<file path="config.mk">
export PLATFORM = sky130hd
export DESIGN_NAME = rgbw_spi_byte_rx
export DESIGN_NICKNAME = d
export VERILOG_FILES = /design/src/rtl/rgbw_spi_byte_rx.sv
export SDC_FILE = /design/constraint.sdc
export NUM_CORES = 1
export LEC_CHECK = 0
export ABC_AREA = 1
export CAP_MARGIN = 20
export CORE_AREA = 2 2 58 60
export CTS_CLUSTER_DIAMETER = 80
export DETAILED_ROUTE_END_ITERATION = 10
export DIE_AREA = 0 0 60 62
export DONT_BUFFER_PORTS = 1
export PLACE_DENSITY = 0.56
export RECOVER_POWER = 50
export SLEW_MARGIN = 20
export SYNTH_ARGS = -nofsm -noshare
export SYNTH_HDL_FRONTEND = slang
export SYNTH_SLANG_ARGS = --single-unit
</file>
<file path="constraint.sdc">
create_clock -name clk -period 3.68 [get_ports clk]
set_input_delay 0.92 -clock clk [delete_from_list [all_inputs] [get_ports clk]]
set_output_delay 0.92 -clock clk [all_outputs]
set_load 0.005 [all_outputs]
</file>
<file path="src/rtl/rgbw_spi_byte_rx.sv">
// SPI mode-0 slave byte receiver for the RGBW data dispenser.
// Pins are synchronised into clk, bytes are deserialised MSB first and
// presented with a stretched rdy strobe; the previous byte is echoed on miso.
module rgbw_spi_byte_rx #(
  parameter int unsigned RDY_HOLD    = 4,
  parameter int unsigned SYNC_STAGES = 2
) (
  input  logic       clk,
  input  logic       reset,
  input  logic       sck,
  input  logic       mosi,
  input  logic       cs_n,
  output logic       miso,
  output logic [7:0] buffRx_spi,
  output logic       rdy,
  output logic       overrun,
  output logic       frame_err
);

  localparam int unsigned HOLD_W = $clog2(RDY_HOLD + 1);
  localparam int unsigned CNT_W  = 3;

  typedef enum logic {
    IDLE  = 1'b0,
    SHIFT = 1'b1
  } state_t;

  state_t state;
  state_t state_nxt;

  logic [SYNC_STAGES-1:0] sck_sync;
  logic [SYNC_STAGES-1:0] mosi_sync;
  logic [SYNC_STAGES-1:0] cs_sync;
  logic                   sck_prev;
  logic                   cs_prev;

  logic sck_s;
  logic mosi_s;
  logic cs_s;
  logic sck_rise;
  logic sck_fall;
  logic cs_rise;
  logic cs_fall;

  logic [7:0]       shift_reg;
  logic [CNT_W-1:0] bit_cnt;
  logic [7:0]       tx_reg;
  logic [HOLD_W-1:0] hold_cnt;

  logic [7:0]        shift_nxt;
  logic [CNT_W-1:0]  bit_cnt_nxt;
  logic [7:0]        tx_nxt;
  logic [HOLD_W-1:0] hold_nxt;
  logic [7:0]        buff_nxt;
  logic              miso_nxt;
  logic              rdy_nxt;
  logic              overrun_nxt;
  logic              frame_err_nxt;
  logic              byte_done;

  // Pin synchronisers plus previous-value flops for edge detection
  always_ff @(posedge clk) begin
    if (reset) begin
      sck_sync  <= '0;
      mosi_sync <= '0;
      cs_sync   <= '1;
      sck_prev  <= 1'b0;
      cs_prev   <= 1'b1;
    end else begin
      sck_sync  <= {sck_sync[SYNC_STAGES-2:0], sck};
      mosi_sync <= {mosi_sync[SYNC_STAGES-2:0], mosi};
      cs_sync   <= {cs_sync[SYNC_STAGES-2:0], cs_n};
      sck_prev  <= sck_sync[SYNC_STAGES-1];
      cs_prev   <= cs_sync[SYNC_STAGES-1];
    end
  end

  assign sck_s    = sck_sync[SYNC_STAGES-1];
  assign mosi_s   = mosi_sync[SYNC_STAGES-1];
  assign cs_s     = cs_sync[SYNC_STAGES-1];
  assign sck_rise = sck_s & ~sck_prev;
  assign sck_fall = ~sck_s & sck_prev;
  assign cs_rise  = cs_s & ~cs_prev;
  assign cs_fall  = ~cs_s & cs_prev;

  assign byte_done = (state == SHIFT) && sck_rise && (bit_cnt == CNT_W'(7));

  // FSM state register
  always_ff @(posedge clk) begin
    if (reset) begin
      state <= IDLE;
    end else begin
      state <= state_nxt;
    end
  end

  // FSM next-state: frame opens on cs_n fall, closes on cs_n rise
  always_comb begin
    state_nxt = state;
    case (state)
      IDLE:    if (cs_fall) state_nxt = SHIFT;
      SHIFT:   if (cs_rise) state_nxt = IDLE;
      default: state_nxt = IDLE;
    endcase
  end

  // FSM outputs: next values of the datapath and output registers
  always_comb begin
    shift_nxt     = shift_reg;
    bit_cnt_nxt   = bit_cnt;
    tx_nxt        = tx_reg;
    buff_nxt      = buffRx_spi;
    miso_nxt      = miso;
    overrun_nxt   = overrun;
    frame_err_nxt = 1'b0;
    hold_nxt      = (hold_cnt != '0) ? (hold_cnt - HOLD_W'(1)) : hold_cnt;

    case (state)
      IDLE: begin
        bit_cnt_nxt = '0;
        miso_nxt    = cs_fall ? tx_reg[7] : 1'b0;
      end
      SHIFT: begin
        if (sck_rise) begin
          shift_nxt   = {shift_reg[6:0], mosi_s};
          bit_cnt_nxt = bit_cnt + CNT_W'(1);
        end
        if (byte_done) begin
          buff_nxt    = {shift_reg[6:0], mosi_s};
          tx_nxt      = {shift_reg[6:0], mosi_s};
          bit_cnt_nxt = '0;
          hold_nxt    = HOLD_W'(RDY_HOLD);
          if (rdy) overrun_nxt = 1'b1;
        end
        // tx_reg stays intact so it survives across frames; bit index walks it
        if (sck_fall) miso_nxt = tx_reg[~bit_cnt];
        if (cs_rise) begin
          miso_nxt    = 1'b0;
          bit_cnt_nxt = '0;
          if (!byte_done && (bit_cnt != '0)) frame_err_nxt = 1'b1;
        end
      end
      default: begin
        bit_cnt_nxt = '0;
        miso_nxt    = 1'b0;
      end
    endcase

    rdy_nxt = (hold_nxt != '0);
  end

  // Datapath and output registers
  always_ff @(posedge clk) begin
    if (reset) begin
      shift_reg  <= '0;
      bit_cnt    <= '0;
      tx_reg     <= '0;
      hold_cnt   <= '0;
      buffRx_spi <= '0;
      miso       <= 1'b0;
      rdy        <= 1'b0;
      overrun    <= 1'b0;
      frame_err  <= 1'b0;
    end else begin
      shift_reg  <= shift_nxt;
      bit_cnt    <= bit_cnt_nxt;
      tx_reg     <= tx_nxt;
      hold_cnt   <= hold_nxt;
      buffRx_spi <= buff_nxt;
      miso       <= miso_nxt;
      rdy        <= rdy_nxt;
      overrun    <= overrun_nxt;
      frame_err  <= frame_err_nxt;
    end
  end

endmodule

</file>
==> impl_metrics.yaml, run 1 <==
outcome:
  status: "completed"
cells_and_area:
  drive_gt1_frac: 0.0862
  stdcell_count: 220
  post-route-util: 0.450
  finalNetCount: 184
  largest_reg_flops: 8
  fillers: 341
  diodes: 0
  areaGrowthSynthToFinish_pct: 5.83
critical_path:
  r2r_start: "bit_cnt[0]"
  critPathMaxFanout: 12
  critPathRequiredTime_ps: 3950
  r2r_cells: 6
  worst_setup_path_end_kind: "register"
  crit_type: "register to register"
  r2r_slack_ps: 1920
  worstReg2RegEnd: "tx_reg[4]"
  cp.arrival_ps: 2040
  crit_path_start_kind: "register"
global_route:
  grt_overflow: 0
  antenna_found_initial: 0
  grt_pass1_vias: 1001
  grt_pass1_wl_um: 4420
  grt_usage: 0.166
  grt_max_degree: 32
detailed_routing:
  wl_per_cell_um: 11.8
  antenna_left: 0
  routed_wl_um: 2600
  drt_pass1_iterations: 4
  route.detailed.drc: 0
  routed_via_density: 4.75
  num_vias: 1046
  drtIter0Drc: 26
yosys:
  syn_inst: 172
  yosysMostFrequentCell: "nand2_1"
  synth.avg_cell_area_um2: 7.86
  syn_nets: 183
  synth_cell_types: 24
  synthesis.area_um2: 1350
  synth-edff-count: 0
  synth-seq-area-share: 0.503
  synth_top_area_cell: "dfxtp_1"
  synth_top_area_share: 0.503
  ys.flop_type: "dfxtp_1"
  yosys-top-cells-area: "dfxtp_1 (50%), nand2_1 (11%), a21oi_1 (8.1%)"
  synthArstFlopShare: 0
  ys_ff_latch: 34
  yosys_warnings: 0
  synthTopCellsByCount: "nand2_1 (41), dfxtp_1 (34), a21oi_1 (22)"
clocking:
  cts_tree: "yes"
  clkSinkCount: 34
  clock_latency_ps: 340
  path_clk_slew_ps: 100
  root_buffer: "clkbuf_4"
  numCtsBuffers: 5
  post_cts_resized: 0
  h-tree-depth: 2
  cts_setup_buffers: 0
  clockBufferDepth: 2
  cts_hold_buf: 0
hold_path:
  hold_end: "mosi_sync[1]"
  hp-start: "mosi_sync[0]"
  whs_path_depth: 2
  hp-class: "register to register"
timing:
  final-hold-violation-count: 0
  setup_tns_ps: 0
  holdWs_ps: 411
  max_freq_mhz: 567
  period_needed_ps: 1760
  fin_crit_sh: 0.479
  slew_headroom: 0.699
  rsz0062_at_grt: "no"
  finClkSkew_ps: 5.72
  setup-violations-final: 0
  worst_pin_slew_ps: 451
  finalMaxSlewViolations: 0
power_and_ir_drop:
  powerDensity_nw_per_um2: 468
  vdd_drop_max_uv: 187
  power.leakage_uw: 0.000544
flow_run:
  timing.max_cap.violations: 0
placed_design:
  portBuffers: 0
  placedCellCount: 212
  globalplace.congestion: 0.819
  hpwlAfterDp_um: 1900
die:
  chipWidth_um: 60
  die-area_um2: 3720
  pin_count: 17
  fp.dieH_um: 62
  core-area_um2: 3180
  start_util: 0.425
  rows: 21
-- area by class of cell --
type	count	area, um2	share of cell area
clock buffer	6	51.3	0.0358
clock inverter	2	12.5	0.00874
inverter	21	81.3	0.0568
multi-input combinational	111	548	0.383
sequential	34	681	0.476
tap	46	57.6	0.0402
-- stage by stage --
step,power [uW],worst slack [ps],instance area [um2]
after floorplan,455,2150,1350
after global placement,462,2190,1380
after detailed placement,465,2080,1380
after CTS,682,1970,1440
after global routing,714,1730,1430
final,670,1920,1430
-- layer usage --
layer,global-route usage,share of wire,vias up
met5,0,0,-
met4,0.0762,0.018,0
met3,0.0828,0.080,5
met2,0.255,0.46,23
met1,0.194,0.44,466
li1,-,-,552
-- critical path, cell delays in order, from the launching register on --
cell     delay (ps)
dfxtp_1         460
ha_1            210
ha_1            180
nand3_1         340
inv_2           310
nand2_1          70
a21oi_1         130
-- layout by cell type, fill, tap and decap left out, drive strengths merged --
cell type  synthesis  layout
a41oi              1       1
a211oi             1       1
clkinv             0       1
clkbuf             1       6
dfxtp             34      34
ha                 6       6
nand2             42      42
xor2               1       1
or2                2       2
clkinvlp           0       1
a21oi             22      22
nor2              14      14
o21ai              3       3
inv               21      21
nand3             17      17
nor3               2       2
-- cell families after synthesis --
kind of cell,share of synthesized area
and+or+nand+nor,0.246
DFF,0.503
AOI/OAI and AO/OA,0.105
buffers and inverters,0.0842
adders and majority gates,0.0555
xor gates and xnor gates,0.00648
-- how the worst max path moves through the flow --
stage / start / end / slack, ps
final: bit_cnt[0] / tx_reg[4] / 1920
after global routing: bit_cnt[0] / tx_reg[4] / 1730
after CTS: tx_reg[7] / buffRx_spi[7] / 1970
after detailed placement: bit_cnt[0] / tx_reg[4] / 2080
after global placement: bit_cnt[0] / tx_reg[4] / 2190
after floorplan: reset / hold_cnt[2] / 2150
-- power by group --
| group | switching (uW) | internal, uW |
|---|---|---|
| combinational | 36.4 | 24.6 |
| clock | 122 | 91.7 |
| sequential | 10.8 | 384 |
| total | 169 | 501 |
Note: power is estimated with default switching activity, not from simulation.
==> run 2: changes to the inputs <==
==> constraint.sdc (replaced) <==
create_clock -name clk -period 1.7 [get_ports clk]
set_input_delay 0.425 -clock clk [delete_from_list [all_inputs] [get_ports clk]]
set_output_delay 0.425 -clock clk [all_outputs]
set_load 0.005 [all_outputs]
==> run 2 against run 1 <==
Register-to-register slack lost 1700 ps. Die area unchanged. Final area increased by 0.79%. First-iteration DRC count up 92%. Utilization increased by 0.35 points. Critical path depth is the same. Hold slack got worse by 260 ps. Highest routed layer unchanged.
==> impl_metrics.yaml, run 2 (synthesized netlist as in run 1, its figures left out) <==
timing:
  period_needed_ps: 1490
  finClkSkew_ps: 10.5
  setup_tns_ps: 0
  holdWs_ps: 148
  max_freq_mhz: 670
  finalMaxSlewViolations: 0
  fin_crit_sh: 0.878
  final-hold-violation-count: 0
  setup-violations-final: 0
  worst_pin_slew_ps: 534
  rsz0062_at_grt: "no"
  fin_ws_ps: 208
  slew_headroom: 0.644
clocking:
  cts_hold_buf: 0
  h-tree-depth: 2
  cts_setup_buffers: 0
  post_cts_resized: 0
  path_clk_slew_ps: 100
  root_buffer: "clkbuf_4"
  cts_tree: "yes"
  clockBufferDepth: 2
  clock_latency_ps: 340
  numCtsBuffers: 5
  clkSinkCount: 34
cells_and_area:
  drive_gt1_frac: 0.103
  largest_reg_flops: 8
  areaGrowthSynthToFinish_pct: 6.66
  final_cell_mix: "nand2_1 (41), dfxtp_1 (34), a21oi_1 (22)"
  finalNetCount: 185
  layout_commonest_cell: "nand2_1"
  diodes: 0
global_route:
  grt_pass1_wl_um: 4500
  grt_pass1_vias: 992
  antenna_found_initial: 0
  grt_usage: 0.170
  grt_overflow: 0
  grt_max_degree: 32
die:
  core-area_um2: 3180
  start_util: 0.425
  chipWidth_um: 60
  pin_count: 17
  fp.dieH_um: 62
  rows: 21
  die-area_um2: 3720
hold_path:
  hp-class: "primary input to register"
  hp-start: "reset"
  hold_end: "shift_reg[6]"
  whs_path_depth: 1
critical_path:
  worstReg2RegEnd: "tx_reg[5]"
  crit_slowest_cell: "dfxtp_1"
  cp.arrival_ps: 1760
  worst_setup_path_end_kind: "register"
  max_stage_delay_ps: 450
  crit_path_start_kind: "register"
  r2r_slack_ps: 210
  crit_type: "register to register"
  r2r_cells: 6
  r2r_start: "bit_cnt[0]"
  critPathRequiredTime_ps: 1970
  crit_chain: "ha_1, ha_1, nand3_2, inv_2, nand2_1, a21oi_1"
  critical_path.most_common_cell: "ha_1"
  critPathMaxFanout: 11
detailed_routing:
  wl_per_cell_um: 12.4
  num_vias: 1059
  drtIter0Drc: 50
  antenna_left: 0
  route.detailed.drc: 0
  routed_wl_um: 2750
  drt_pass1_iterations: 4
  routed_via_density: 4.79
flow_run:
  timing.max_cap.violations: 0
placed_design:
  hpwlAfterDp_um: 1980
  portBuffers: 0
  globalplace.congestion: 0.893
  place_ws_ps: 239
outcome:
  status: "completed"
power_and_ir_drop:
  powerDensity_nw_per_um2: 1010
  vdd_drop_max_uv: 560
  power.leakage_uw: 0.000550
  power_uw: 1460
-- run 2: cell types whose count changed in the layout (fill, tap and decap cells not counted) --
cell and change:
inv_1 -1, nand2_1 -1, inv_2 +1, buf_4 +1, nand3_2 +1, nand2_2 +1
clkbuf_1 +1, nand3_1 -1, clkinvlp_4 -1
-- run 2: worst max path at each step --
| stage | start | end | slack [ps] | cells past startpoint |
|---|---|---|---|---|
| after global routing | bit_cnt[0] | tx_reg[3] | 50 | 6 |
| after global placement | state | bit_cnt[2] | 270 | 4 |
| after floorplan | bit_cnt[0] | tx_reg[7] | 450 | 6 |
| final | bit_cnt[0] | tx_reg[5] | 210 | 6 |
| after CTS | bit_cnt[0] | tx_reg[3] | 210 | 6 |
| after detailed placement | bit_cnt[0] | tx_reg[3] | 240 | 6 |
-- run 2: worst max-delay path, delay by kind of cell (launching register included) --
kind | cells | cell delay [ps]
AND/OR/NAND/NOR | 2 | 240
buffers and inverters | 1 | 240
flip-flops | 1 | 450
adder cells (fa/ha/maj) | 2 | 390
AO/OA/AOI/OAI | 1 | 120
-- run 2: final cells by class --
class / count / area [um2]
Sequential cell: 34 / 681
Clock buffer: 7 / 55.1
Timing Repair Buffer: 1 / 7.51
Multi-Input combinational cell: 111 / 556
Tap cell: 46 / 57.6
Clock inverter: 1 / 5.00
Inverter: 21 / 81.3
Fill cell: 345 / 1740
-- run 2: per-layer routing --
layer / wire length [um] / GRT usage
met1: 1240 / 0.189
met2: 1260 / 0.275
met3: 192 / 0.0890
met4: 53 / 0.0698
met5: 0 / 0
-- run 2: where the power goes --
part / internal (uW) / switching (uW)
registers: 832 / 25.0
logic: 55.5 / 79.4
clock network: 200 / 263
total: 1090 / 367
-- run 2: metrics by stage --
stage,instances,util,cell area [um2]
2_1_floorplan,172,-,1350
3_3_place_gp,213,0.436,1390
3_5_place_dp,213,0.436,1390
4_1_cts,221,0.455,1450
5_1_grt,221,0.454,1440
6_report,221,0.454,1440
